## src/rtl/msg_window_reader_pkg.sv

```systemverilog
`default_nettype none
// ============================================================================
//  Module      : msg_pkg
//  Description : Shared defaults, character type and direction codes for the
//                rotating message window reader.
//  Revision    : 1.0 - initial release
// ============================================================================
package msg_pkg;

  localparam int CHAR_W_DEF  = 4;
  localparam int MSG_LEN_DEF = 16;
  localparam int DIGITS_DEF  = 4;

  typedef logic [CHAR_W_DEF-1:0] char_t;

  localparam logic DIR_FWD = 1'b0;
  localparam logic DIR_BWD = 1'b1;

endpackage
`default_nettype wire

```

## src/rtl/msg_window_reader_pos_ctr.sv

```systemverilog
`default_nettype none
// ============================================================================
//  Module      : msg_pos_ctr
//  Description : Start-position counter for the message window. Holds the
//                active message length, advances forward/backward with
//                wrap-around and emits a one-cycle wrap pulse.
//  Revision    : 1.0 - initial release
// ============================================================================
module msg_pos_ctr
  import msg_pkg::*;
#(
  parameter int MSG_LEN = MSG_LEN_DEF,
  parameter int AW      = $clog2(MSG_LEN),
  parameter int LW      = $clog2(MSG_LEN + 1)
) (
  input  logic          clk,
  input  logic          reset,
  input  logic          adv,
  input  logic          dir,
  input  logic          len_wr,
  input  logic [LW-1:0] len_data,
  output logic [AW-1:0] pos,
  output logic [LW-1:0] msg_len,
  output logic          wrap_p
);

  logic          w_len_ok;
  logic [LW-1:0] w_eff_len;
  logic [LW-1:0] w_last;
  logic [LW-1:0] w_pos_ext;
  logic [AW-1:0] w_pos_nxt;
  logic          w_wrap_nxt;

  // A length load is honoured only for 1..MSG_LEN; the wrap check of a
  // coincident advance already uses the new length.
  assign w_len_ok  = len_wr && (len_data != '0) && (len_data <= LW'(MSG_LEN));
  assign w_eff_len = w_len_ok ? len_data : msg_len;
  assign w_last    = w_eff_len - LW'(1);
  assign w_pos_ext = LW'(pos);

  // Next position: shrinking the length below pos forces 0 and beats advance.
  always_comb begin
    w_pos_nxt  = pos;
    w_wrap_nxt = 1'b0;
    if (w_len_ok && (w_pos_ext >= len_data)) begin
      w_pos_nxt = '0;
    end else if (adv) begin
      if (dir == DIR_BWD) begin
        if (pos == '0) begin
          w_pos_nxt  = AW'(w_last);
          w_wrap_nxt = 1'b1;
        end else begin
          w_pos_nxt = pos - AW'(1);
        end
      end else begin
        if (w_pos_ext == w_last) begin
          w_pos_nxt  = '0;
          w_wrap_nxt = 1'b1;
        end else begin
          w_pos_nxt = pos + AW'(1);
        end
      end
    end
  end

  // Position, length and wrap pulse registers.
  always_ff @(posedge clk or negedge reset) begin
    if (!reset) begin
      pos     <= '0;
      msg_len <= LW'(MSG_LEN);
      wrap_p  <= 1'b0;
    end else begin
      pos    <= w_pos_nxt;
      wrap_p <= w_wrap_nxt;
      if (w_len_ok) begin
        msg_len <= len_data;
      end
    end
  end

endmodule
`default_nettype wire

```

## src/rtl/msg_window_reader.sv

```systemverilog
`default_nettype none
// ============================================================================
//  Module      : msg_window_reader
//  Description : Runtime-loadable rotating message store presenting a
//                registered window of DIGITS consecutive characters, with an
//                internal position counter (step / auto-run, direction).
//  Revision    : 1.0 - initial release
// ============================================================================
module msg_window_reader
  import msg_pkg::*;
#(
  parameter int CHAR_W  = CHAR_W_DEF,
  parameter int MSG_LEN = MSG_LEN_DEF,
  parameter int DIGITS  = DIGITS_DEF,
  parameter int AW      = $clog2(MSG_LEN),
  parameter int LW      = $clog2(MSG_LEN + 1)
) (
  input  logic                     clk,
  input  logic                     reset,
  input  logic                     wr_en,
  input  logic [AW-1:0]            wr_addr,
  input  logic [CHAR_W-1:0]        wr_data,
  input  logic                     len_wr,
  input  logic [LW-1:0]            len_data,
  input  logic                     step,
  input  logic                     run,
  input  logic                     tick,
  input  logic                     dir,
  output logic [DIGITS*CHAR_W-1:0] window,
  output logic [AW-1:0]            pos,
  output logic [LW-1:0]            msg_len,
  output logic                     wrap_p
);

  logic [CHAR_W-1:0]        r_mem [MSG_LEN];
  logic                     w_adv;
  logic [DIGITS*CHAR_W-1:0] w_win_next;
  logic [AW-1:0]            w_idx;

  // A step and a tick in the same cycle collapse into a single advance.
  assign w_adv = step | (run & tick);

  msg_pos_ctr #(
    .MSG_LEN (MSG_LEN),
    .AW      (AW),
    .LW      (LW)
  ) u_pos_ctr (
    .clk      (clk),
    .reset    (reset),
    .adv      (w_adv),
    .dir      (dir),
    .len_wr   (len_wr),
    .len_data (len_data),
    .pos      (pos),
    .msg_len  (msg_len),
    .wrap_p   (wrap_p)
  );

  // Message store: identity pattern on reset, single-character writes after.
  always_ff @(posedge clk or negedge reset) begin
    if (!reset) begin
      for (int i = 0; i < MSG_LEN; i++) begin
        r_mem[i] <= CHAR_W'(i);
      end
    end else if (wr_en && (LW'(wr_addr) < LW'(MSG_LEN))) begin
      r_mem[wr_addr] <= wr_data;
    end
  end

  // Walk the index from pos, wrapping at msg_len, so short messages repeat.
  always_comb begin
    w_win_next = '0;
    w_idx      = pos;
    for (int k = 0; k < DIGITS; k++) begin
      w_win_next[(DIGITS-1-k)*CHAR_W +: CHAR_W] = r_mem[w_idx];
      w_idx = (LW'(w_idx) == (msg_len - LW'(1))) ? '0 : (w_idx + AW'(1));
    end
  end

  // Window register: one cycle behind pos/mem, no input-to-output path.
  always_ff @(posedge clk or negedge reset) begin
    if (!reset) begin
      for (int k = 0; k < DIGITS; k++) begin
        window[(DIGITS-1-k)*CHAR_W +: CHAR_W] <= CHAR_W'(k % MSG_LEN);
      end
    end else begin
      window <= w_win_next;
    end
  end

endmodule
`default_nettype wire

```

## config.mk

```make
export PLATFORM = sky130hd
export DESIGN_NAME = msg_window_reader
export DESIGN_NICKNAME = d
export VERILOG_FILES = /design/src/rtl/msg_window_reader_pkg.sv /design/src/rtl/msg_window_reader_pos_ctr.sv /design/src/rtl/msg_window_reader.sv
export SDC_FILE = /design/constraint.sdc
export NUM_CORES = 1
export LEC_CHECK = 0
export CAP_MARGIN = 20
export CORE_MARGIN = 4
export CORE_UTILIZATION = 55
export CTS_BUF_LIST = sky130_fd_sc_hd__clkbuf_4 sky130_fd_sc_hd__clkbuf_8 sky130_fd_sc_hd__clkbuf_16
export DETAILED_ROUTE_END_ITERATION = 6
export PLACE_DENSITY_LB_ADDON = 0.3
export RECOVER_POWER = 50
export SLEW_MARGIN = 10
export SYNTH_ARGS = -nofsm -noshare
export SYNTH_HDL_FRONTEND = slang
export SYNTH_SLANG_ARGS = --single-unit
```

## constraint.sdc

```tcl
create_clock -name clk -period 4.8 [get_ports clk]
set_clock_uncertainty 0.15 [all_clocks]
set_input_delay 1.44 -clock clk [delete_from_list [all_inputs] [get_ports clk]]
set_output_delay 1.44 -clock clk [all_outputs]
set_load 0.01 [all_outputs]
```

Word level (Yosys, flattened, before mapping)
Index checks and enable logic that the tools add are counted.
{"block": "word_totals", "output_inout_bits": 26, "reg_bits": 90, "in_bits": 21, "elab_cells": 81}
{"block": "classes", "reduce_logical": 7, "n_lt_le_gt_ge": 8, "add_sub_neg": 6, "n_eq_ne": 4, "n_mux": 29, "n_bitwise": 7}
{"cell": "2-to-1 mux 4 bit", "count": 17}
{"cell": "binary-select mux 4 bit (select 4 bit)", "count": 4}
{"cell": "bitwise mux 64 bit", "count": 1}
{"cell": ">= comparator 5 bit (second input constant)", "count": 5}
{"cell": "inverter 4 -> 5 bit", "count": 5}
{"cell": "== test 4 x 5 -> 1 bit", "count": 4}
{"cell": "demux 4 bit (select 4 bit)", "count": 1}
{"cell": "adder 4 x 1 -> 4 bit (second input constant)", "count": 3}
{"cell": "subtractor 5 x 1 -> 5 bit (second input constant)", "count": 2}
{"cell": ">= comparator 4 x 5 -> 1 bit", "count": 1}
{"cell": "less-or-equal comparator 5 bit (second input constant)", "count": 1}
{"cell": "< comparator 5 x 1 -> 1 bit (second input constant)", "count": 1}
{"cell": "2-to-1 mux 1 bit", "count": 5}
{"cell": "2-to-1 mux 5 bit", "count": 1}
{"cell": "nonzero test 5 bit", "count": 1}
{"cell": "logical AND 1 bit", "count": 4}
{"cell": "logical NOT 4 bit", "count": 1}
{"cell": "subtractor 4 x 1 -> 4 bit (second input constant)", "count": 1}
{"cell": "nonzero test 2 bit", "count": 1}
{"cell": "AND 1 bit", "count": 1}
{"cell": "bitwise OR 1 bit", "count": 1}

Depth between registers and ports, before layout
Gate-level depths: netlist of the first run.
{"block": "depth", "ltp_word": 11, "depth_mapped": 24, "ltp_nobuf": 18}

Hierarchy
From an unflattened synthesis of the first run, not the netlist that was laid out.
{"block": "hier_totals", "hier_cells": 740, "area_unflattened_um2": 7113.1}
{"module": "msg_window_reader", "cells_per_inst": 595, "area_per_inst_um2": 5992.0, "seq_area_each_um2": 2047.0, "n_inst": 1}
{"module": "msg_pos_ctr", "cells_per_inst": 145, "area_per_inst_um2": 1121.1, "seq_area_each_um2": 251.5, "n_inst": 1}

Least setup slack after synthesis of the first run
Ideal clock, no wire load.
{"block": "synth_path", "kind": "register to register", "startpoint": "register u_pos_ctr.pos[1]", "endpoint": "register window[3]", "path_slack_ps": -208, "t_required_ps": 4516, "period_less_slack_ps": 5008, "stages_incl_launch_ff": 19, "t_arrival_ps": 4725, "setup_ps": 134, "path_buffers": 7, "cell_sequence": "dfrtp_1 clkbuf_1 buf_1 clkbuf_1 inv_1 ha_1 a22oi_1 a21oi_2 a311oi_4 a21o_1 buf_6 buf_4 inv_1 ha_1 buf_1 clkbuf_1 mux4_2 o21ai_1 o32ai_1"}
{"block": "synth_via", "elab_chain_len": 10, "word_cells_on_any_way": 13, "classes_between": "add/sub (3); eq/ne (3); mux (6); bitwise (1)"}
{"element": "start: declaration", "line": "msg_window_reader_pos_ctr.sv:22", "text": "output logic [AW-1:0] pos,"}
{"element": "start signal: assignment", "line": "msg_window_reader_pos_ctr.sv:73", "text": "pos <= w_pos_nxt;"}
{"element": "adder 4 x 1 -> 4 bit or == test 4 x 5 -> 1 bit (tied branches)", "line": "msg_window_reader.sv:76", "text": "w_idx = (LW'(w_idx) == (msg_len - LW'(1))) ? '0 : (w_idx + AW'(1));"}
{"element": "2-to-1 mux 4 bit *", "line": "msg_window_reader.sv:76"}
{"element": "adder 4 x 1 -> 4 bit or == test 4 x 5 -> 1 bit (tied branches)", "line": "msg_window_reader.sv:76"}
{"element": "2-to-1 mux 4 bit *", "line": "msg_window_reader.sv:76"}
{"element": "adder 4 x 1 -> 4 bit or == test 4 x 5 -> 1 bit (tied branches)", "line": "msg_window_reader.sv:76"}
{"element": "2-to-1 mux 4 bit *", "line": "msg_window_reader.sv:76"}
{"element": "inverter 4 -> 5 bit (not written as such) *", "line": "msg_window_reader.sv:75", "text": "w_win_next[(DIGITS-1-k)*CHAR_W +: CHAR_W] = r_mem[w_idx];"}
{"element": "binary-select mux 4 bit (select 4 bit) *", "line": "msg_window_reader.sv:75"}
{"element": "2-to-1 mux 4 bit (not written as such) * (2 in series)", "line": "msg_window_reader.sv:75"}
{"element": "net w_win_next[3]", "line": "msg_window_reader.sv:37", "text": "logic [DIGITS*CHAR_W-1:0] w_win_next;"}
{"element": "end signal: indexed assignment", "line": "msg_window_reader.sv:84", "text": "window[(DIGITS-1-k)*CHAR_W +: CHAR_W] <= CHAR_W'(k % MSG_LEN);"}
{"element": "end signal: assignment", "line": "msg_window_reader.sv:87", "text": "window <= w_win_next;"}
{"element": "end: declaration", "line": "msg_window_reader.sv:29", "text": "output logic [DIGITS*CHAR_W-1:0] window,"}
Mark *: on every way through the listed nets, which the timed path passes. The rest lies on a longest branch. The select of a mux whose other input is x is not followed.
A chain may end at the register's enable or synchronous reset.

Worst setup path in the final report of the first run
{"block": "layout_path", "startpoint": "input port len_data[1]", "endpoint": "register u_pos_ctr.pos[1]"}
{"block": "layout_via", "elab_chain_len": 10, "word_cells_on_any_way": 15, "classes_between": "add/sub (1); order compare (2); eq/ne (1); mux (6); reduce/logical (5)"}
{"element": "start: declaration", "line": "msg_window_reader.sv:24", "text": "input logic [LW-1:0] len_data,"}
{"element": "parallel branches: the longest is 10 deep, another holds less-or-equal comparator 5 bit"}
Several ways; the timed one is not identified. The select of a mux whose other input is x is not followed.

==> results of run 1 <==
-- cells in the final DEF, fill, tap and decap left out, types with 4 or more instances in the layout --
cell type / n
clkdlybuf4s50_1: 44
mux4_2: 32
mux2i_1: 54
a21o_1: 5
nand3_1: 10
a31oi_1: 9
xor2_1: 9
and2_1: 4
nor2_1: 31
a211oi_1: 10
inv_1: 17
o211ai_1: 9
dfrtp_1: 53
xnor2_1: 14
a22oi_1: 6
buf_4: 23
nand2_1: 42
o21ai_1: 4
dfstp_2: 37
nor3b_1: 5
ha_1: 9
a21oi_1: 21
a311oi_1: 8
o221ai_1: 5
mux2_2: 73
nand3b_1: 6
nand2b_1: 17
clkbuf_16: 9
nor3_1: 8
o21ai_0: 5
o21bai_1: 4
-- layout make-up --
cell class	instances	share of cell area
clock buffers	14	0.03558
clock inverters	2	0.001617
inverters	19	0.009217
multi-input cells	463	0.5467
flip-flops and latches	90	0.2971
well taps	168	0.02717
repair buffers	72	0.08263
-- registers in the layout, summed over array words and instances, names as in the netlist --
signal / count
u_pos_ctr.msg_len: 5
r_mem: 64
u_pos_ctr.pos: 4
u_pos_ctr.wrap_p: 1
window: 16
-- path summary, 6_finish.rpt --
check	from	to	slack [ps]	cells after the start
worst min register to register	r_mem[58]	r_mem[58]	450	1
worst min-delay path	r_mem[58]	r_mem[58]	450	1
max in group asynchronous	reset	r_mem[55]	1110	2
min in group asynchronous	reset	window[13]	1440	1
worst max-delay path	len_data[1]	u_pos_ctr.pos[1]	180	13
worst max register to register	u_pos_ctr.msg_len[1]	window[3]	290	19
-- routing by layer --
| layer | part of all wire | vias up | wire, um |
|---|---|---|---|
| met5 | 0 | - | 0 |
| met4 | 0.053 | 0 | 1026 |
| met3 | 0.083 | 67 | 1612 |
| met2 | 0.45 | 289 | 8772 |
| met1 | 0.41 | 2708 | 7918 |
| li1 | - | 2400 | - |
-- worst reg2reg max path, stage by stage (launching register included) --
cell	delay, ps
dfrtp_1	450
inv_1	90
ha_1	250
xor3_1	500
nor3_4	290
nand3_2	120
nand2_1	140
clkinv_1	90
ha_1	230
inv_1	100
a21oi_1	70
a21oi_1	190
o311a_1	200
buf_4	230
a21boi_2	260
xnor2_2	290
or2_0	190
buf_4	160
nor2_1	60
o32ai_1	340
-- stage by stage --
| stage | utilization | setup WS [ps] |
|---|---|---|
| after floorplan | - | 25.48 |
| after global placement | 0.6178 | 122.3 |
| final | 0.6415 | 175.0 |
| after detailed placement | 0.6178 | -129.4 |
| after CTS | 0.6417 | 237.5 |
| after global routing | 0.6415 | -21.12 |
-- logic make-up after synthesis --
family	synth area share
multiplexers	0.3093
AND/OR/NAND/NOR	0.1147
adder cells (fa/ha/maj)	0.01838
XOR/XNOR	0.04447
buffers and inverters	0.04189
AO/OA/AOI/OAI	0.1338
flip-flops	0.3376
-- timing repair --
item | 4_1_cts | 5_1_grt
hold endpoints to repair | 0 | 0
setup endpoints to repair | 0 | 4
gates resized for setup | 0 | 3
==> run metrics, run 1 <==
RD Place Congestion=0.9776; Min-Delay Path Class=reg2reg; failing checks=max-capacitance violations, max-slew violations; Post-DP Area=0.007452 mm^2; GR Util met3=0.06648; RSZ-0062 raised after global routing=true; CP max stage cell=clkdlybuf4s50_1; Ports=47; largest net degree at the start of global routing=84; number of global-route vias before repair=5451; # nets final=686; Residual DRC=0; cell family with most CP delay=compound AO/OA/AOI/OAI gates; syn_area_per_cell=11.11 um^2; max cap viols=2; DRT Wirelength=19.33 mm; H-tree levels=3; Core ar.=0.01206 mm^2; Seq/Total Area, Yosys=0.3376; Synth top area share=0.1948; fin. max-slew vios=36; min Tclk post-route=4625 ps; Vias=5464; Fin Hold WS=452.1 ps; clock root cell=clkbuf_16; initial antenna violation count=0; Hold Vio Cnt, Final=0; die width=119.3 um; setup TNS=0 ps; first-iteration detailed-routing DRC count=645; # port buffers=46; row count=40; Yosys cell types=74; post-route ant nets=0; M2 GR Usage=0.4108; Vias/cell=6.599; CP Launch Type=primary input; Post-DP HPWL=13.87 mm; Post-CTS Setup Bufs=0; synthesized flop and latch total=90; ys async rst share=1.000; Die Y=119.3 um; met1 usage=0.3721; Sequential cell area=0.002298 mm^2; drt wl/cell=23.34 um; synthesized area=0.006809 mm^2; EDFF count, synth=0; router iterations before antenna repair=5; Final setup viols=0; Worst Setup End Kind=flip-flop; antenna cells=0; max_slew headroom=-0.2311; fmax=216.2 MHz; net count after synthesis=644; CTS Buf Count=9; status=finished, violations left; wire length of the first global-routing pass=30.48 mm; worst-margin pin slew=1847 ps; die area=0.01422 mm^2; All-Layer GR Usage=0.2761; CTS sink cnt=90; Mapped Cells=613; Main synth FF type=dfrtp_1; dominant cells by area after synthesis=dfrtp_1, dfstp_2, mux2_2; Yosys top cell by area=dfrtp_1; Layout Cells excl Fill=828; hold buffers post-CTS=0; clock tree buffer depth=2; CP max stage delay=450 ps; clock slew seen by the registers of the worst setup and hold paths=60 ps; Max Fanout on Critical Path=5; crit path cell chain=clkdlybuf4s50_1 > nor4_1 > xnor2_1 > nand2_1 > mux2i_1 > ha_1 > o2111ai_1 > o211ai_1 > o211ai_1 > a2111oi_4 > nor3b_1 > a211oi_1 > a211oi_1; placed cells=811; footprint of the multi-input gates=0.004230 mm^2; clk_lat worst skew=350 ps; most common cell in the netlist=mux2_2; gr ovfl total=0; period utilisation layout=0.9635; CP arrival=4670 ps; layout cells sized above 1=0.3106; design area=0.007737 mm^2; synth-to-layout area growth=13.63%; top post-synthesis cells by count=mux2_2, mux2i_1, dfrtp_1; Initial Utilization=0.5645; fill count=955; grt peak-use layer=met2; number of buffers and inverters on the critical path=1; CTS tree=done; critical path class=in2reg; Synthesis Warnings=0; CP required=4840 ps
Power of run 1 is left out: the tool's default activity adds up to more than one toggle a clock period on the data nets, which glitch-free logic cannot reach.
==> run 2: changes to the inputs <==
--- a/config.mk
+++ b/config.mk
@@ -7,11 +7,14 @@
 export LEC_CHECK = 0
 export CAP_MARGIN = 20
 export CORE_MARGIN = 4
-export CORE_UTILIZATION = 55
+export CORE_UTILIZATION = 59
 export CTS_BUF_LIST = sky130_fd_sc_hd__clkbuf_4 sky130_fd_sc_hd__clkbuf_8 sky130_fd_sc_hd__clkbuf_16
 export DETAILED_ROUTE_END_ITERATION = 6
+export DONT_BUFFER_PORTS = 1
+export MAX_ROUTING_LAYER = met4
 export PLACE_DENSITY_LB_ADDON = 0.3
 export RECOVER_POWER = 50
+export SETUP_SLACK_MARGIN = 0.02
 export SLEW_MARGIN = 10
 export SYNTH_ARGS = -nofsm -noshare
 export SYNTH_HDL_FRONTEND = slang
==> run metrics, run 2 (synthesized netlist as in run 1, its figures left out) <==
status=completed; Ports=47; crit path cell chain=inv_1 > ha_1 > xor3_2 > nor3_4 > nand3_4 > nand2_1 > clkinv_1 > ha_1 > inv_1 > a21oi_1 > a21oi_1 > o311a_1 > buf_4 > o221ai_1 > o21a_2 > buf_4 > nor4b_1 > a2111oi_2 > o22ai_1; layout cells sized above 1=0.3377; router iterations before antenna repair=5; wire length of the first global-routing pass=30.50 mm; Max Fanout on Critical Path=12; DRT Wirelength=19.41 mm; number of buffers and inverters on the critical path=5; Min-Delay Path Class=reg2reg; hold buffers post-CTS=0; row count=38; H-tree levels=3; initial antenna violation count=0; clk_lat worst skew=350 ps; RD Place Congestion=1.086; fmax=222.1 MHz; largest register by flop count=r_mem; Worst Setup End Kind=flip-flop; CTS tree=done; gr ovfl total=0; Hold Vio Cnt, Final=0; min Tclk post-route=4503 ps; Post-DP HPWL=14.07 mm; antenna cells=0; commonest non-fill, non-tap cells in the layout=mux2_2, mux2i_1, dfrtp_1, nand2_1, dfstp_2; Initial Utilization=0.6146; Core ar.=0.01108 mm^2; CTS sink cnt=90; critical path class=reg2reg; Endpoint, Worst Hold=r_mem[26]; clock slew seen by the registers of the worst setup and hold paths=60 ps; CP max stage delay=530 ps; Vias/cell=7.223; R2R Setup Slk=300 ps; # nets final=636; synth-to-layout area growth=6.744%; first-iteration detailed-routing DRC count=577; CP max stage cell=xor3_2; die area=0.01332 mm^2; Top Registers=r_mem: 64 flops, window: 16 flops, u_pos_ctr.msg_len: 5 flops; largest net degree at the start of global routing=91; Post-CTS Setup Bufs=0; Final setup viols=0; CTS Buf Count=9; Worst R2R Path Depth=19; cell family with most CP delay=compound AO/OA/AOI/OAI gates; RR Endpoint=window[2]; worst reg2reg path startpoint=u_pos_ctr.msg_len[1]; fill count=843; Hold Path Cell Cnt=1; fin. max-slew vios=0; number of global-route vias before repair=5371; RSZ-0062 raised after global routing=false; max reg flops=64; post-cts sizing count=0; Die Y=115.4 um; Residual DRC=0; clock tree buffer depth=2; Vias=5417; period utilisation layout=0.9381; drt wl/cell=25.88 um; die width=115.4 um; max_slew headroom=0.4217; setup TNS=0 ps; All-Layer GR Usage=0.3146; CP required=4920 ps; clock root cell=clkbuf_16; commonest non-fill, non-tap cell in the layout=mux2_2; # port buffers=0; max cap viols=0; worst-margin pin slew=867.4 ps; CP Launch Type=flip-flop; post-route ant nets=0; CP arrival=4620 ps; hold_sp=r_mem[26]
run 2: cell types whose count changed in the layout (fill, tap and decap cells not counted), moves of 2 or more:
cell	change
clkdlybuf4s50_1	-44
clkbuf_1	-3
o21ai_1	-2
buf_4	-2
run 2: stage by stage:
stage	std cells	hold WS (ps)	instance area [um^2]	worst slack, ps	util
after floorplan	613	377.2	6810	25.48	-
after global placement	733	428.0	6934	380.8	0.6259
after detailed placement	733	439.2	6934	231.9	0.6259
after CTS	749	456.6	7238	198.0	0.6534
after global routing	750	490.0	7268	21.28	0.6561
final	750	453.4	7268	297.1	0.6561
run 2: worst reg2reg max path, stage by stage, from the launching register on:
cell	delay [ps]
dfrtp_1	470
inv_1	90
ha_1	270
xor3_2	530
nor3_4	300
nand3_4	160
nand2_1	150
clkinv_1	90
ha_1	210
inv_1	100
a21oi_1	70
a21oi_1	160
o311a_1	200
buf_4	220
o221ai_1	130
o21a_2	310
buf_4	200
nor4b_1	410
a2111oi_2	60
o22ai_1	150
run 2: layer usage:
layer / track usage / vias to the layer above / part of all wire
met1: 0.4095 / 2690 / 0.38
li1: - / 2298 / -
met4: 0.1698 / 0 / 0.057
met5: - / - / 0
met3: 0.07885 / 81 / 0.10
met2: 0.4537 / 348 / 0.46
run 2: area by class of cell:
cell class | instances | area, um^2 | area share
clock buffer | 13 | 261.5 | 0.03598
tap | 140 | 175.2 | 0.02410
timing repair buffer | 22 | 168.9 | 0.02324
sequential | 90 | 2298 | 0.3162
clock inverter | 3 | 42.54 | 0.005853
inverter | 19 | 71.32 | 0.009812
multi-input combinational | 463 | 4250 | 0.5848
run 2: worst max-delay path by stage:
stage,start,endpoint,cells after the start
floorplan,u_pos_ctr.pos[1],window[3],18
global placement,u_pos_ctr.msg_len[1],window[2],19
detailed placement,u_pos_ctr.msg_len[1],window[2],19
CTS,u_pos_ctr.msg_len[1],window[2],19
global route,u_pos_ctr.msg_len[1],window[1],18
finish,u_pos_ctr.msg_len[1],window[2],19
Power of run 2 is left out for the same reason.
